<file path="src/rtl/convert_8_bit_if.sv">
// -----------------------------------------------------------------------------
// convert_8_bit_if
// Bundles the data-path signals of the float-to-fixed converter.
//
// Signals:
//   clk_en  - pipeline advance enable (driven by the producer)
//   dataa   - IEEE-754 single-precision operand (driven by the producer)
//   result  - signed two's-complement fixed-point value (driven by the converter)
//
// Modports:
//   master  - producer/consumer side (testbench or upstream logic)
//   slave   - converter side
// -----------------------------------------------------------------------------
interface convert_8_bit_if #(
    parameter int FLOAT_WIDTH = 32,
    parameter int OUT_WIDTH   = 32
);
    logic                   clk_en;
    logic [FLOAT_WIDTH-1:0] dataa;
    logic [OUT_WIDTH-1:0]   result;

    modport master (
        output clk_en,
        output dataa,
        input  result
    );

    modport slave (
        input  clk_en,
        input  dataa,
        output result
    );
endinterface

</file>
<file path="src/rtl/convert_8_bit.sv">
// -----------------------------------------------------------------------------
// convert_8_bit
// Three-stage pipelined converter from IEEE-754 single precision to signed
// fixed point Q(INT_WIDTH).(FRAC_WIDTH), sign-extended to OUT_WIDTH bits.
// Rounds toward zero, saturates out-of-range values (infinity included) and
// maps zero, denormals, tiny values and NaN to 0.
//
// Ports:
//   clk          - clock, all state changes on the rising edge
//   rst          - synchronous active-high reset, overrides bus.clk_en
//   bus.clk_en   - advance all pipeline stages when 1, hold when 0
//   bus.dataa    - floating-point operand
//   bus.result   - registered fixed-point result, 3 enabled edges of latency
// -----------------------------------------------------------------------------
module convert_8_bit #(
    parameter int FLOAT_WIDTH = 32,
    parameter int INT_WIDTH   = 4,
    parameter int FRAC_WIDTH  = 20,
    parameter int OUT_WIDTH   = 32
) (
    input  logic           clk,
    input  logic           rst,
    convert_8_bit_if.slave bus
);
    localparam int FIX_W = INT_WIDTH + FRAC_WIDTH;

    // The 24-bit mantissa holds the value mant * 2^(exp-150); scaling by
    // 2^FRAC_WIDTH makes the shift distance (exp - SHIFT_BASE).
    localparam logic [7:0] SHIFT_BASE = 8'(150 - FRAC_WIDTH);
    // |value| >= 2^(INT_WIDTH-1) no longer fits in the signed format.
    localparam logic [7:0] SAT_EXP    = 8'(126 + INT_WIDTH);
    // Below this exponent even the hidden 1 is shifted fully out.
    localparam logic [7:0] MIN_EXP    = 8'(150 - FRAC_WIDTH - 23);

    localparam logic [FIX_W-1:0] POS_SAT = {1'b0, {(FIX_W-1){1'b1}}};
    localparam logic [FIX_W-1:0] NEG_SAT = {1'b1, {(FIX_W-1){1'b0}}};

    // Stage 1 registers: unpacked operand and class flags
    logic        s1_sign;
    logic [7:0]  s1_exp;
    logic [23:0] s1_mant;
    logic        s1_zero;
    logic        s1_sat;

    // Stage 2 registers: truncated magnitude and class flags
    logic        s2_sign;
    logic [23:0] s2_mag;
    logic        s2_zero;
    logic        s2_sat;

    logic        in_sign;
    logic [7:0]  in_exp;
    logic [22:0] in_frac;
    logic        in_nan;
    logic        in_zero;
    logic        in_sat;

    logic [FIX_W-1:0] fix_next;

    // Operand classification. NaN is folded into the zero class so it never
    // reaches the saturation path even though its exponent is all ones.
    always_comb begin
        in_sign = bus.dataa[FLOAT_WIDTH-1];
        in_exp  = bus.dataa[30:23];
        in_frac = bus.dataa[22:0];
        in_nan  = (in_exp == 8'hFF) && (in_frac != 23'd0);
        in_zero = in_nan || (in_exp < MIN_EXP);
        in_sat  = !in_nan && (in_exp >= SAT_EXP);
    end

    // Final stage value. Only right shifts of 1..23 reach the magnitude path;
    // everything needing a left shift is already flagged for saturation.
    always_comb begin
        fix_next = '0;
        if (s2_zero) begin
            fix_next = '0;
        end else if (s2_sat) begin
            fix_next = s2_sign ? NEG_SAT : POS_SAT;
        end else if (s2_sign) begin
            fix_next = -FIX_W'(s2_mag);
        end else begin
            fix_next = FIX_W'(s2_mag);
        end
    end

    always_ff @(posedge clk) begin
        if (rst) begin
            s1_sign    <= 1'b0;
            s1_exp     <= 8'd0;
            s1_mant    <= 24'd0;
            s1_zero    <= 1'b0;
            s1_sat     <= 1'b0;
            s2_sign    <= 1'b0;
            s2_mag     <= 24'd0;
            s2_zero    <= 1'b0;
            s2_sat     <= 1'b0;
            bus.result <= '0;
        end else if (bus.clk_en) begin
            s1_sign    <= in_sign;
            s1_exp     <= in_exp;
            s1_mant    <= {(in_exp != 8'd0), in_frac};
            s1_zero    <= in_zero;
            s1_sat     <= in_sat;
            s2_sign    <= s1_sign;
            s2_mag     <= s1_mant >> (SHIFT_BASE - s1_exp);
            s2_zero    <= s1_zero;
            s2_sat     <= s1_sat;
            bus.result <= {{(OUT_WIDTH-FIX_W){fix_next[FIX_W-1]}}, fix_next};
        end
    end
endmodule

</file>
<file path="src/flat_wrapper.sv">
// flat-port wrapper written by rule: the top's interface ports become plain ports
module convert_8_bit_flat 
#(
    parameter int FLOAT_WIDTH = 32,
    parameter int INT_WIDTH   = 4,
    parameter int FRAC_WIDTH  = 20,
    parameter int OUT_WIDTH   = 32
)
  (clk, rst, bus_clk_en, bus_dataa, bus_result);
  convert_8_bit_if #(.FLOAT_WIDTH(FLOAT_WIDTH), .OUT_WIDTH(OUT_WIDTH)) bus_i ();
  input  logic clk;
  input  logic rst;
  input wire logic [$bits(bus_i.clk_en)-1:0] bus_clk_en;
  input wire logic [$bits(bus_i.dataa)-1:0] bus_dataa;
  output wire logic [$bits(bus_i.result)-1:0] bus_result;
  assign bus_i.clk_en = bus_clk_en;
  assign bus_i.dataa = bus_dataa;
  assign bus_result = bus_i.result;
  convert_8_bit #(.FLOAT_WIDTH(FLOAT_WIDTH), .INT_WIDTH(INT_WIDTH), .FRAC_WIDTH(FRAC_WIDTH), .OUT_WIDTH(OUT_WIDTH)) u_core (.clk(clk), .rst(rst), .bus(bus_i));
endmodule
</file>
<file path="config.mk">
export PLATFORM = sky130hd
export DESIGN_NAME = convert_8_bit_flat
export DESIGN_NICKNAME = d
export VERILOG_FILES = /design/src/rtl/convert_8_bit_if.sv /design/src/rtl/convert_8_bit.sv /design/src/flat_wrapper.sv
export SDC_FILE = /design/constraint.sdc
export NUM_CORES = 1
export LEC_CHECK = 0
export BUFFER_PORTS_ARGS = -buffer_cell sky130_fd_sc_hd__buf_4
export CAP_MARGIN = 15
export CORE_MARGIN = 2
export CORE_UTILIZATION = 55
export DETAILED_ROUTE_END_ITERATION = 7
export HOLD_SLACK_MARGIN = 0.1
export PLACE_DENSITY = 0.74
export SLEW_MARGIN = 20
export SYNTH_ARGS = -nofsm -noshare
export SYNTH_HDL_FRONTEND = slang
export SYNTH_SLANG_ARGS = --single-unit
</file>
<file path="constraint.sdc">
create_clock -name clk -period 3.9 [get_ports clk]
set_input_delay 0.195 -clock clk [delete_from_list [all_inputs] [get_ports clk]]
set_output_delay 0.195 -clock clk [all_outputs]
set_load 0.03 [all_outputs]
</file>
==> qor.txt, run 1 <==
Worst-path maximum fanout: 14
CTS tree: built
N_diodes: 0
Num CTS Buffers: 9
Pleak: 2.46 nW
Share of cells above drive strength 1: 18.0%
Achievable Freq: 367 MHz
Slowest Stage Delay on Critical Path: 430 ps
Startpoint type of the worst setup path: register
Nets: 722
Layout area overhead: 20.1%
Reg2Reg Capture Point: u_core.s2_mag[1]
Flops & latches, synth: 86
Yosys warnings: 0
Die Wd: 100 um
Most frequent cells in the layout: dfxtp_1 (86), nand2_1 (83), nor2_1 (77), buf_4 (77), a21oi_1 (47)
Setup Buffers After CTS: 0
Hold WC Path Type: primary input to register
Slew margin rel.: 46.3%
Wire per inst: 16.5 um
Max-Cap Viols: 0
Most common cell after layout, fill and taps aside: dfxtp_1
DRC: 0
DR vias/cell: 6.00
Overflow after GRT: 0
Count of different cell masters after synthesis: 58
Initial antenna violation count: 0
Crit path cell chain: ha_1 -> or3_1 -> nor4_1 -> o22ai_1 -> buf_4 -> nor2_1 -> o21ai_0 -> o311ai_0
Register-to-register setup slack: 1170 ps
# setup viols final: 0
Post-synth ARST share: 0%
Top FF cell, synth: dfxtp_1
Root buf cell: clkbuf_8
Synth Net Count: 656
Top delay family on crit path: simple AND/OR/NAND/NOR gates
Clk pin slew, worst setup/hold paths: 90 ps
Worst Slack Setup Final: 1170 ps
Die H: 100 um
Routed Antenna Nets: 0
Crit-path slowest cell: nor4_1
Critical path startpoint: u_core.s1_exp[1]
CP bufs+invs: 1
DRT Pass-1 Iters: 5
Post-synth EDFFs: 0
Post-layout minimum cycle time: 2730 ps
# hold bufs at CTS: 29
Tot Pwr: 0.00220 W
Final period utilization: 69.9%
Syn Area/Cell: 8.26 um^2
Peak VDD IR: 0.000182 V
Reg2reg path depth: 8
Vias in the first global route: 4450
RePlAce Congestion: 0.910
Post-Route Setup TNS: 0 ps
Register area share after synthesis: 33.7%
RSZ-0062 raised after global routing: false
Arrival time worst endpoint: 2990 ps
Site Rows: 35
Worst path required time: 4160 ps
Setup CP Type: register to register
Worst-Skew Late Latency: 370 ps
Hold Fails Final Rpt: 0
Starting Density: 56.1%
Pwr/cell area: 359 mW/mm^2
Starting DRC count in detailed routing: 303
Crit end category: register
Reg2reg start: u_core.s1_exp[1]
Max Buffers Root-to-Sink: 2
Dpl ws: 1270 ps
Layout fillers: 776
GRT Total Usage: 27.5%
Clk sink count: 86
H-tree depth: 3
Worst clock skew: 13.2 ps
Vias: 4806
Post-Syn Area: 0.00511 mm^2
Die area: 0.0101 mm^2
Drt total wl: 13200 um
DP Wirelength: 9310 um
Worst setup path end: u_core.s2_mag[1]
Worst-margin pin slew: 806 ps
CP Depth: 8
Cts repair resizes: 0
Post-Syn Instances: 619
Outcome: completed
Largest net degree at the start of global routing: 79
First-pass GRT wire length: 22100 um
Max Slew Vio Count: 0
Port bufs: 66
Core ar.: 0.00911 mm^2
IO Count: 67
## worst reg2reg max path: cells and delay by family (launching register included)
family	cells	cell delay, ps
fa+ha+maj	1	310
simple gates	3	1240
compound gates	3	460
buf+inv	1	210
flops	1	400
## flip-flops by register name (all words and copies together) (netlist names)
signal             cells
u_core.s1_zero         1
u_core.s1_sign         1
u_core.s2_zero         1
u_core.s2_mag         24
u_core.s1_exp          8
u_core.s1_sat          1
u_core.s1_mant        24
u_core.s2_sign         1
u_core.s2_sat          1
u_core.bus.result     24
## synthesized netlist by cell type (12+ instances only)
cell type	n	share of area [%]
a21oi_1	47	4.6
clkbuf_1	32	2.3
dfxtp_1	86	34
inv_1	13	0.95
mux2i_1	41	8.0
mux4_2	20	8.8
nand2_1	83	6.1
nand3_1	14	1.4
nor2_1	77	5.7
nor3_1	15	1.5
nor4_1	12	1.5
o21ai_0	34	3.3
xnor2_1	19	3.3
## per-layer routing
metal,track usage [%],share of wire (%)
met3,4.39,4.0
met5,0,0
met1,35.6,45
met2,47.5,50
met4,8.11,1.7
## final cells by class
cell class                      count  area (um^2)  area share [%]
Clock inverter                      5          106            1.73
Timing Repair Buffer              106          868            14.1
Tap cell                          111          139            2.26
Multi-Input combinational cell    467         3110            50.6
Inverter                           15         56.3           0.917
Sequential cell                    86         1720            28.0
Clock buffer                       11          141            2.30
## kinds of logic after synthesis
group	synth area share (%)
and+or+nand+nor	19.8
xor gates and xnor gates	4.11
adders and majority gates	0.489
DFF	33.7
AOI/OAI and AO/OA	18.7
buffers and inverters	5.56
muxes	17.7
## per-stage QoR
step | std cells | hold slack (ps) | util [%] | instance area [um^2]
after CTS | 801 | 102 | 67.4 | 6140
final | 801 | 106 | 67.4 | 6140
after global routing | 801 | 104 | 67.4 | 6140
after floorplan | 619 | 342 | - | 5110
after detailed placement | 756 | 447 | 61.5 | 5600
after global placement | 756 | 431 | 61.5 | 5600
## report_power, final
group          internal [W]  switching (W)
Combinational      0.000206       0.000262
Sequential         0.000911      0.0000426
Clock              0.000445       0.000338
## worst min-delay path by stage
stage	from	endpoint	slack, ps	cells after the start
final	bus_dataa[9]	u_core.s1_mant[9]	110	3
after global routing	bus_dataa[19]	u_core.s1_mant[19]	100	3
after CTS	bus_dataa[19]	u_core.s1_mant[19]	100	3
after detailed placement	bus_dataa[0]	u_core.s1_mant[0]	450	3
after global placement	bus_dataa[31]	u_core.s1_sign	430	3
after floorplan	bus_dataa[0]	u_core.s1_mant[0]	340	2
No activity file was read; power rests on OpenSTA's default activity.
==> inputs of run 2 (changes only) <==
==> constraint.sdc (replaced) <==
create_clock -name clk -period 2.7 [get_ports clk]
set_input_delay 0.135 -clock clk [delete_from_list [all_inputs] [get_ports clk]]
set_output_delay 0.135 -clock clk [all_outputs]
set_load 0.03 [all_outputs]
==> run 2 against run 1 <==
Clock power increased by 14%. Design area up 0.92%. Non-clock buffer count rose by 13. Setup slack lost 960 ps. Final cell count increased by 1.6%. Sequential share of layout area is 0.25 points lower. Combinational power is 50% higher. Global-route usage increased by 1.4 points. Worst hold slack better by 75 ps. Sequential cell count is the same. Register-to-register slack worse by 960 ps. Critical endpoint unchanged. Highest routed layer unchanged.
==> qor.txt, run 2 (synthesis gave the netlist of run 1 again) <==
Outcome: completed
CTS tree: built
Peak VDD IR: 0.000311 V
Starting DRC count in detailed routing: 189
Clk pin slew, worst setup/hold paths: 90 ps
Hold WC Path Type: primary input to register
Worst path required time: 2910 ps
Combinational Power Share: 23.7%
Routed Antenna Nets: 0
Overflow after GRT: 0
Die H: 100 um
Top delay family on crit path: compound AO/OA/AOI/OAI gates
Achievable Freq: 402 MHz
Worst-margin pin slew: 821 ps
CP bufs+invs: 1
Site Rows: 35
Hold Fails Final Rpt: 0
Switching part of the total: 31.9%
Max Slew Vio Count: 0
Tot Pwr: 0.00297 W
Regs by FF count: u_core.bus.result (24), u_core.s1_mant (24), u_core.s2_mag (24)
Slew margin rel.: 45.2%
Crit path cell chain: ha_1 -> or3_1 -> o211a_1 -> o22ai_1 -> nor2_1 -> buf_4 -> o21ai_0 -> o311ai_0
GRT Total Usage: 28.9%
Min-delay src: bus_clk_en
# setup viols final: 0
Initial antenna violation count: 0
Slowest Stage Delay on Critical Path: 430 ps
Post-layout minimum cycle time: 2490 ps
Crit-path slowest cell: or3_1
IO Count: 67
Max-Cap Viols: 0
Worst clock skew: 8.83 ps
Share of cells above drive strength 1: 19.3%
Wire per inst: 17.3 um
Pwr/cell area: 479 mW/mm^2
Largest net degree at the start of global routing: 50
Setup CP Type: register to register
N_diodes: 0
Post-Route Setup TNS: 0 ps
Starting Density: 56.1%
Num CTS Buffers: 9
Clk sink count: 86
Flop pwr share: 46.4%
RePlAce Congestion: 0.943
DRC: 0
Critical path startpoint: u_core.s1_exp[0]
Setup Buffers After CTS: 0
First-pass GRT wire length: 23400 um
Worst-Skew Late Latency: 360 ps
Crit end category: register
Nets: 735
Root buf cell: clkbuf_8
Final period utilization: 92.2%
Pint: 0.00202 W
DR vias/cell: 6.07
Die Wd: 100 um
Most frequent cells in the layout: buf_4 (87), dfxtp_1 (86), nand2_1 (83)
Clock share of power: 29.9%
Most common cell after layout, fill and taps aside: buf_4
Arrival time worst endpoint: 2700 ps
Worst-path maximum fanout: 8
Die area: 0.0101 mm^2
Pleak: 2.50 nW
Drt total wl: 14100 um
Vias in the first global route: 4695
DRT Pass-1 Iters: 5
RSZ-0062 raised after global routing: false
Psw: 0.000948 W
Layout area overhead: 21.2%
Vias: 4937
Cts repair resizes: 0
DP Wirelength: 10000 um
Max Buffers Root-to-Sink: 2
# hold bufs at CTS: 32
Startpoint type of the worst setup path: register
Port bufs: 66
Core ar.: 0.00911 mm^2
H-tree depth: 3
Reg2reg start: u_core.s1_exp[0]
run 2: power groups by stage:
stage | logic [W] | clock network [W] | registers (W)
finish | 0.000702 | 0.000888 | 0.00138
global route | 0.000765 | 0.000955 | 0.00138
CTS | 0.000692 | 0.000910 | 0.00138
detailed placement | 0.000652 | 0 | 0.00140
global placement | 0.000642 | 0 | 0.00140
floorplan | 0.000455 | 0 | 0.00140
run 2: area by class of cell:
type                            instances  area, um^2
Clock buffer                           11         151
Sequential cell                        86        1720
Multi-Input combinational cell        467        3110
Timing Repair Buffer                  119         973
Inverter                               15        56.3
Fill cell                             779        2910
Tap cell                              111         139
Clock inverter                          5        40.0
run 2: stage by stage:
step                      hold slack [ps]  instance area [um^2]  setup slack [ps]  utilization [%]  instances
after floorplan                       282                  5110               354                -        619
after global placement                370                  5680               257             62.3        766
after detailed placement              378                  5680               248             62.4        766
after CTS                             167                  6200               232             68.0        814
after global routing                  190                  6200              89.1             68.0        814
final                                 181                  6200               211             68.0        814
run 2: final timing paths:
check                               to  depth (start not counted)  slack (ps)
setup / recovery      u_core.s2_mag[1]                          8         210
hold / removal    u_core.bus.result[6]                          3         180
setup reg to reg      u_core.s2_mag[1]                          8         210
hold reg to reg   u_core.bus.result[7]                          2         460
run 2: metal layers:
layer	global-route usage (%)	part of all wire, %	vias up	wire [um]
met4	9.91	2.1	0	289
li1	-	-	2384	-
met3	3.34	4.5	29	633
met1	36.3	43	2349	6000
met2	51.3	51	175	7150
met5	0	0	-	0
run 2: worst min-delay path: stages:
cell and delay, ps:
buf_4 190, o211ai_1 110, a21oi_1 70
